`src/rtl/uart_pkg.sv`:
```
// Definitions shared by the UART transmit and receive paths: frame FSM states,
// the oversampling ratio and the default frame geometry.
package uart_pkg;

    typedef enum logic [2:0] {
        IDLE   = 3'd0,
        START  = 3'd1,
        DATA   = 3'd2,
        PARITY = 3'd3,
        STOP   = 3'd4
    } uart_state_e;

    localparam int OVERSAMPLE      = 16;
    localparam int DEFAULT_DBIT    = 8;
    localparam int DEFAULT_SB_TICK = 16;

endpackage

```
`src/rtl/uart_tx.sv`:
```
// UART transmitter: start bit, DBIT data bits LSB-first, optional even parity, stop.
// Define UART_TX_PARITY_EN to insert the parity bit between the data and stop bits.
module uart_tx
    import uart_pkg::*;
#(
    parameter int DBIT    = DEFAULT_DBIT,
    parameter int SB_TICK = DEFAULT_SB_TICK
) (
    input  logic            clk,
    input  logic            rst,
    input  logic            s_tick,
    input  logic            tx_start,
    input  logic [DBIT-1:0] din,
    output logic            tx,
    output logic            tx_busy,
    output logic            tx_done_tick
);

    localparam int SW = (SB_TICK > OVERSAMPLE) ? $clog2(SB_TICK) : $clog2(OVERSAMPLE);
    localparam int NW = (DBIT > 1) ? $clog2(DBIT) : 1;

    localparam logic [SW-1:0] BIT_LAST  = SW'(OVERSAMPLE - 1);
    localparam logic [SW-1:0] STOP_LAST = SW'(SB_TICK - 1);
    localparam logic [NW-1:0] N_LAST    = NW'(DBIT - 1);

    uart_state_e     state_q, state_d;
    logic [SW-1:0]   s_cnt_q, s_cnt_d;
    logic [NW-1:0]   n_cnt_q, n_cnt_d;
    logic [DBIT-1:0] b_q,     b_d;
    logic            tx_q,    tx_d;
    logic            busy_q,  busy_d;
    logic            done_c;
`ifdef UART_TX_PARITY_EN
    logic            par_q,   par_d;
`endif

    always_comb begin
        // NOTE: every signal gets a default first so no path leaves one unassigned (no latches).
        state_d = state_q;
        s_cnt_d = s_cnt_q;
        n_cnt_d = n_cnt_q;
        b_d     = b_q;
        done_c  = 1'b0;
`ifdef UART_TX_PARITY_EN
        par_d   = par_q;
`endif

        case (state_q)
            IDLE: begin
                if (tx_start) begin
                    b_d     = din;
                    s_cnt_d = '0;
`ifdef UART_TX_PARITY_EN
                    par_d   = ^din;
`endif
                    state_d = START;
                end
            end
            START: begin
                if (s_tick) begin
                    if (s_cnt_q == BIT_LAST) begin
                        s_cnt_d = '0;
                        n_cnt_d = '0;
                        state_d = DATA;
                    end else begin
                        s_cnt_d = s_cnt_q + 1'b1;
                    end
                end
            end
            DATA: begin
                if (s_tick) begin
                    if (s_cnt_q == BIT_LAST) begin
                        s_cnt_d = '0;
                        b_d     = b_q >> 1;
                        if (n_cnt_q == N_LAST) begin
`ifdef UART_TX_PARITY_EN
                            state_d = PARITY;
`else
                            state_d = STOP;
`endif
                        end else begin
                            n_cnt_d = n_cnt_q + 1'b1;
                        end
                    end else begin
                        s_cnt_d = s_cnt_q + 1'b1;
                    end
                end
            end
`ifdef UART_TX_PARITY_EN
            PARITY: begin
                if (s_tick) begin
                    if (s_cnt_q == BIT_LAST) begin
                        s_cnt_d = '0;
                        state_d = STOP;
                    end else begin
                        s_cnt_d = s_cnt_q + 1'b1;
                    end
                end
            end
`endif
            STOP: begin
                if (s_tick) begin
                    if (s_cnt_q == STOP_LAST) begin
                        s_cnt_d = '0;
                        done_c  = 1'b1;
                        state_d = IDLE;
                    end else begin
                        s_cnt_d = s_cnt_q + 1'b1;
                    end
                end
            end
            default: state_d = IDLE;
        endcase

        // Line level is registered from the next state so the pin changes on the same edge as the FSM.
        case (state_d)
            START:   tx_d = 1'b0;
            DATA:    tx_d = b_d[0];
`ifdef UART_TX_PARITY_EN
            PARITY:  tx_d = par_d;
`endif
            default: tx_d = 1'b1;
        endcase

        busy_d = (state_d != IDLE);
    end

    always_ff @(posedge clk) begin
        // NOTE: sequential state uses non-blocking assignments so all registers update together.
        if (rst) begin
            state_q <= IDLE;
            s_cnt_q <= '0;
            n_cnt_q <= '0;
            b_q     <= '0;
            tx_q    <= 1'b1;
            busy_q  <= 1'b0;
`ifdef UART_TX_PARITY_EN
            par_q   <= 1'b0;
`endif
        end else begin
            state_q <= state_d;
            s_cnt_q <= s_cnt_d;
            n_cnt_q <= n_cnt_d;
            b_q     <= b_d;
            tx_q    <= tx_d;
            busy_q  <= busy_d;
`ifdef UART_TX_PARITY_EN
            par_q   <= par_d;
`endif
        end
    end

    // The done pulse must coincide with the final tick, so it is decoded rather than registered.
    assign tx_done_tick = done_c & ~rst;
    assign tx           = tx_q;
    assign tx_busy      = busy_q;

endmodule

```
`config.mk`:
```
export PLATFORM = sky130hd
export DESIGN_NAME = uart_tx
export DESIGN_NICKNAME = d
export VERILOG_FILES = /design/src/rtl/uart_pkg.sv /design/src/rtl/uart_tx.sv
export SDC_FILE = /design/constraint.sdc
export NUM_CORES = 1
export LEC_CHECK = 0
export ABC_CLOCK_PERIOD_IN_PS = 4910
export CORE_UTILIZATION = 50
export DETAILED_ROUTE_END_ITERATION = 6
export PLACE_DENSITY = 0.71
export SLEW_MARGIN = 10
export SYNTH_ARGS = -nofsm -noshare
export SYNTH_HDL_FRONTEND = slang
export SYNTH_SLANG_ARGS = --single-unit
```
`constraint.sdc`:
```
create_clock -name clk -period 4.91 [get_ports clk]
set_input_delay 0.7365 -clock clk [delete_from_list [all_inputs] [get_ports clk]]
set_output_delay 0.7365 -clock clk [all_outputs]
set_load 0.03 [all_outputs]
```
; Word level (Yosys, flattened, before mapping)
; Cells that the tools add are included.
[word_totals]
ff_bits = 20
output_inout_bits = 3
word_cells = 61
in_bits = 12
[op_classes]
addsub = 2
bitwise = 2
eq_ne = 14
reduce_logical = 9
mux = 27
[ops]
columns = cell, count
row1 = 2-to-1 mux 3 bit, 13
row2 = 2-to-1 mux 8 bit, 3
row3 = one-hot mux 8 bit (2 select lines), 1
row4 = 2-to-1 mux 4 bit, 3
row5 = "!= test 2 bit, second input constant", 6
row6 = one-hot mux 3 bit (4 select lines), 1
row7 = one-hot mux 4 bit (2 select lines), 1
row8 = "equality test 3 x 1 -> 1 bit, second input constant", 2
row9 = "equality test 3 x 2 -> 1 bit, second input constant", 2
row10 = "equality test 3 bit, second input constant", 2
row11 = one-hot mux 3 bit (2 select lines), 1
row12 = AND reduction 6 bit, 1
row13 = nonzero test 2 bit, 3
row14 = "adder 4 x 1 -> 4 bit, second input constant", 1
row15 = "equality test 4 bit, second input constant", 1
row16 = AND reduction 4 bit, 1
row17 = "adder 3 x 1 -> 3 bit, second input constant", 1
row18 = logical NOT 3 bit, 1
row19 = 2-to-1 mux 1 bit, 3
row20 = AND reduction 3 bit, 1
row21 = nonzero test 3 bit, 1
row22 = OR reduction 3 bit, 1
row23 = "!= test 2 x 1 -> 1 bit, second input constant", 1
row24 = one-hot mux 1 bit (2 select lines), 1
row25 = other kinds (2), 2

; Logic depth before layout (Yosys ltp)
[depth]
ltp_word = 7
depth_mapped = 7

; Least setup slack after synthesis
; OpenSTA, ideal clock, no wires.
[synth_timing]
path_type = input -> output
from = input port s_tick
to = output port tx_done_tick
t_required_ns = 4.174
n_path_buf = 0
setup_slack_ns = 2.213
t_arrival_ns = 1.961
cell_stages = 2
path_cell_list = nand4_1 nor4_1
[synth_via]
elab_chain_len = 3
[synth_rtl]
columns = element, line
row1 = from (decl), uart_tx.sv:11  ; input logic s_tick,
row2 = 2-to-1 mux 1 bit, uart_tx.sv:102  ; if (s_tick) begin
row3 = 2-to-1 mux 1 bit, uart_tx.sv:48  ; case (state_q)
row4 = AND 1 bit, uart_tx.sv:154  ; assign tx_done_tick = done_c & ~rst;
row5 = to (decl), uart_tx.sv:16  ; output logic tx_done_tick
; Every way passes these cells.

; Final worst setup path
[layout_timing]
from = input port rst
to = output port tx_done_tick
[layout_via]
elab_chain_len = 2
[layout_rtl]
columns = element, line
row1 = from (decl), uart_tx.sv:10  ; input logic rst,
row2 = inverter 1 bit, uart_tx.sv:154
row3 = AND 1 bit, uart_tx.sv:154
; Every way passes these cells.

==> results.sh <==
export IMPL_cts_tree="yes"
export IMPL_grt_max_degree=21
export IMPL_synth_area_sq_um=1010
export IMPL_vias_per_cell=5.78
export IMPL_ff2ff_setup_slack_ns=3.00
export IMPL_drtAntennaViolNets=0
export IMPL_dr_max_layer_used="met3"
export IMPL_met2_length_microns=913
export IMPL_synth_seq_cells=20
export IMPL_cts_resized_gates=0
export IMPL_final_cell_mix="dfxtp_1 (20), nor2_1 (14), clkdlybuf4s50_1 (14), nand2_1 (10), a21oi_1 (9)"
export IMPL_clock_skew_ns=0.00564
export IMPL_synth_avg_cell_area_sq_um=8.98
export IMPL_antenna_cells=0
export IMPL_die_height_microns=46.9
export IMPL_end_kind="primary output"
export IMPL_hold_slack_ns=0.481
export IMPL_numCtsBuffers=3
export IMPL_die_area_sq_um=2200
export IMPL_rsz0062_at_grt="no"
export IMPL_finalMaxSlewViolations=0
export IMPL_crit_path_max_fanout=20
export IMPL_ff2ff_path_depth=6
export IMPL_h_tree_depth=1
export IMPL_root_buffer="clkbuf_4"
export IMPL_crit_slowest_cell="clkdlybuf4s50_1"
export IMPL_peakVddDrop_v=0.000182
export IMPL_hold_viol=0
export IMPL_core_sq_um=1800
export IMPL_ctsHoldBuffers=0
export IMPL_drive_gt1_share_pct=6.50
export IMPL_cts_sinks=20
export IMPL_dr_wl_met3_microns=57
export IMPL_worstSetupStartpointType="input port"
export IMPL_crit_chain="clkdlybuf4s50_1, nor4_1, clkdlybuf4s50_1"
export IMPL_drt_met1_wl_microns=907
export IMPL_crit_arrival_ns=2.61
export IMPL_wire_per_inst_microns=12.7
export IMPL_whs_path_depth=2
export IMPL_floorplan_rows=15
export IMPL_timing_fmax_ghz=0.299
export IMPL_grt_pass1_vias=764
export IMPL_grt_pass1_wl_microns=3130
export IMPL_io_buffer_count=14
export IMPL_final_common_cell="dfxtp_1"
export IMPL_timing_final_crit_share_pct=68.2
export IMPL_worstSkewPairLatency_ns=0.29
export IMPL_setup_viol=0
export IMPL_via_count=856
export IMPL_min_to="n_cnt_q[1]"
export IMPL_tightest_slew_ns=0.686
export IMPL_r2r_end="b_q[4]"
export IMPL_hold_class="register to register"
export IMPL_crit_top_cell="clkdlybuf4s50_1"
export IMPL_hold_start="n_cnt_q[1]"
export IMPL_fin_util_pct=65.1
export IMPL_criticalPathCategory="input port to primary output"
export IMPL_synth_fp_nets=127
export IMPL_regArea_sq_um=400
export IMPL_drt_iter0_markers=33
export IMPL_drc=0
export IMPL_initial_core_util_pct=55.8
export IMPL_yosysUniqueCellTypes=35
export IMPL_clkSlewWorstSetupHoldPaths_ns=0.10
export IMPL_min_period_ns=3.35
export IMPL_antenna_found_initial=0
export IMPL_p_leak_nw=0.427
export IMPL_status="finished clean"
export IMPL_multi_input_area_sq_um=566
export IMPL_layout_nets=139
export IMPL_required_ns=4.17
export IMPL_syn_inst=112
export IMPL_cts_setup_buffers=0
export IMPL_dp_hpwl_microns=1380
export IMPL_synth_seq_area_share_pct=39.8
export IMPL_drt_pass1_iterations=4
export IMPL_setup_tns_ns=0
export IMPL_r2r_start="s_cnt_q[0]"
export IMPL_clockBufferDepth=2
export IMPL_crit_path_max_incr_delay_ns=0.76
export IMPL_cap_violations=0
export IMPL_area_delta_synth_final_pct=16.7
export IMPL_wl_microns=1880
export IMPL_crit_family="buffers and inverters"
export IMPL_slew_headroom_pct=54.1
export IMPL_design_area_sq_um=1170
export IMPL_synth_warning_count=0
export IMPL_place_gp_congestion=0.779
export IMPL_overflow=0
export IMPL_fill_cells=169
export IMPL_post_dp_cell_area_sq_um=1140
export IMPL_grt_use_total_pct=20.0
export IMPL_io_pin_count=15
export IMPL_die_x_microns=46.9
export IMPL_p_per_area_nw_per_um2=262
export IMPL_crit_buf_inv=2
cell families after synthesis:
family	synth area share, %
and+or+nand+nor	29.2
buffers and inverters	3.98
muxes	3.11
AOI/OAI and AO/OA	19.3
DFF	39.8
adders and majority gates	3.73
xor gates and xnor gates	0.871
where the power goes:
part | total (W) | internal (W) | leakage (nW) | switching, W
clock network | 0.0000919 | 0.0000451 | 0.0210 | 0.0000468
registers | 0.000174 | 0.000169 | 0.163 | 0.00000505
logic | 0.0000417 | 0.0000211 | 0.243 | 0.0000206
cell usage after synthesis:
library cell / n / area [sq um]
nor2b_1: 1 / 6.26
nand4_1: 4 / 25.0
nand3_1: 4 / 20.0
o21a_1: 1 / 7.51
and3_1: 1 / 6.26
buf_2: 2 / 10.0
nor3_1: 2 / 10.0
nand2b_1: 8 / 50.1
o21ai_1: 2 / 10.0
mux2_2: 1 / 11.3
nor2_1: 14 / 52.6
a211oi_4: 1 / 20.0
ha_1: 3 / 37.5
nand2_1: 10 / 37.5
o21ai_0: 1 / 5.00
or3b_4: 1 / 11.3
o211ai_1: 2 / 15.0
o21bai_1: 1 / 7.51
a32oi_1: 1 / 8.76
buf_6: 1 / 11.3
mux2i_1: 2 / 20.0
nor4b_4: 1 / 23.8
or3b_1: 1 / 8.76
a22oi_1: 1 / 7.51
a21oi_1: 9 / 45.0
nor4_1: 1 / 6.26
buf_4: 1 / 7.51
a222oi_1: 6 / 60.1
or4b_1: 1 / 10.0
clkbuf_1: 3 / 11.3
a211oi_1: 1 / 7.51
and4_1: 2 / 17.5
dfxtp_1: 20 / 400
nand4b_1: 1 / 8.76
xor2_1: 1 / 8.76
flip-flops by register name, indices dropped and copies added (netlist names):
name and cells:
b_q 8, n_cnt_q 3, s_cnt_q 4, state_q 3, tx 1, tx_busy 1
worst max path at each step:
stage | from | to | cells after the start
3_3_place_gp | rst | tx_done_tick | 3
3_5_place_dp | rst | tx_done_tick | 3
4_1_cts | rst | tx_done_tick | 3
6_report | rst | tx_done_tick | 3
2_1_floorplan | s_tick | tx_done_tick | 2
5_1_grt | rst | tx_done_tick | 3
worst reg2reg max path, delay by kind of cell (launching register included):
family	cells	cell delay (ns)
adder cells (fa/ha/maj)	1	0.24
AO/OA/AOI/OAI	1	0.43
flip-flops	1	0.38
AND/OR/NAND/NOR	3	0.55
multiplexers	1	0.19
per-stage QoR:
stage | instances | setup WS (ns) | total power, W
2_1_floorplan | 112 | 2.21 | 0.000204
3_3_place_gp | 144 | 1.54 | 0.000219
3_5_place_dp | 144 | 1.55 | 0.000220
4_1_cts | 148 | 1.55 | 0.000312
5_1_grt | 148 | 1.47 | 0.000322
6_report | 148 | 1.56 | 0.000308
layer usage:
layer | track usage [%] | vias to the layer above
met4 | 8.57 | 0
li1 | - | 445
met1 | 25.4 | 393
met2 | 34.4 | 18
met5 | 0 | -
met3 | 2.31 | 0
layout make-up:
class | count | area share (%)
multi-input cells | 85 | 48.2
well taps | 25 | 2.67
flip-flops and latches | 20 | 34.1
clock buffers | 4 | 3.09
repair buffers | 14 | 11.9
No activity file was read; power rests on OpenSTA's default activity.
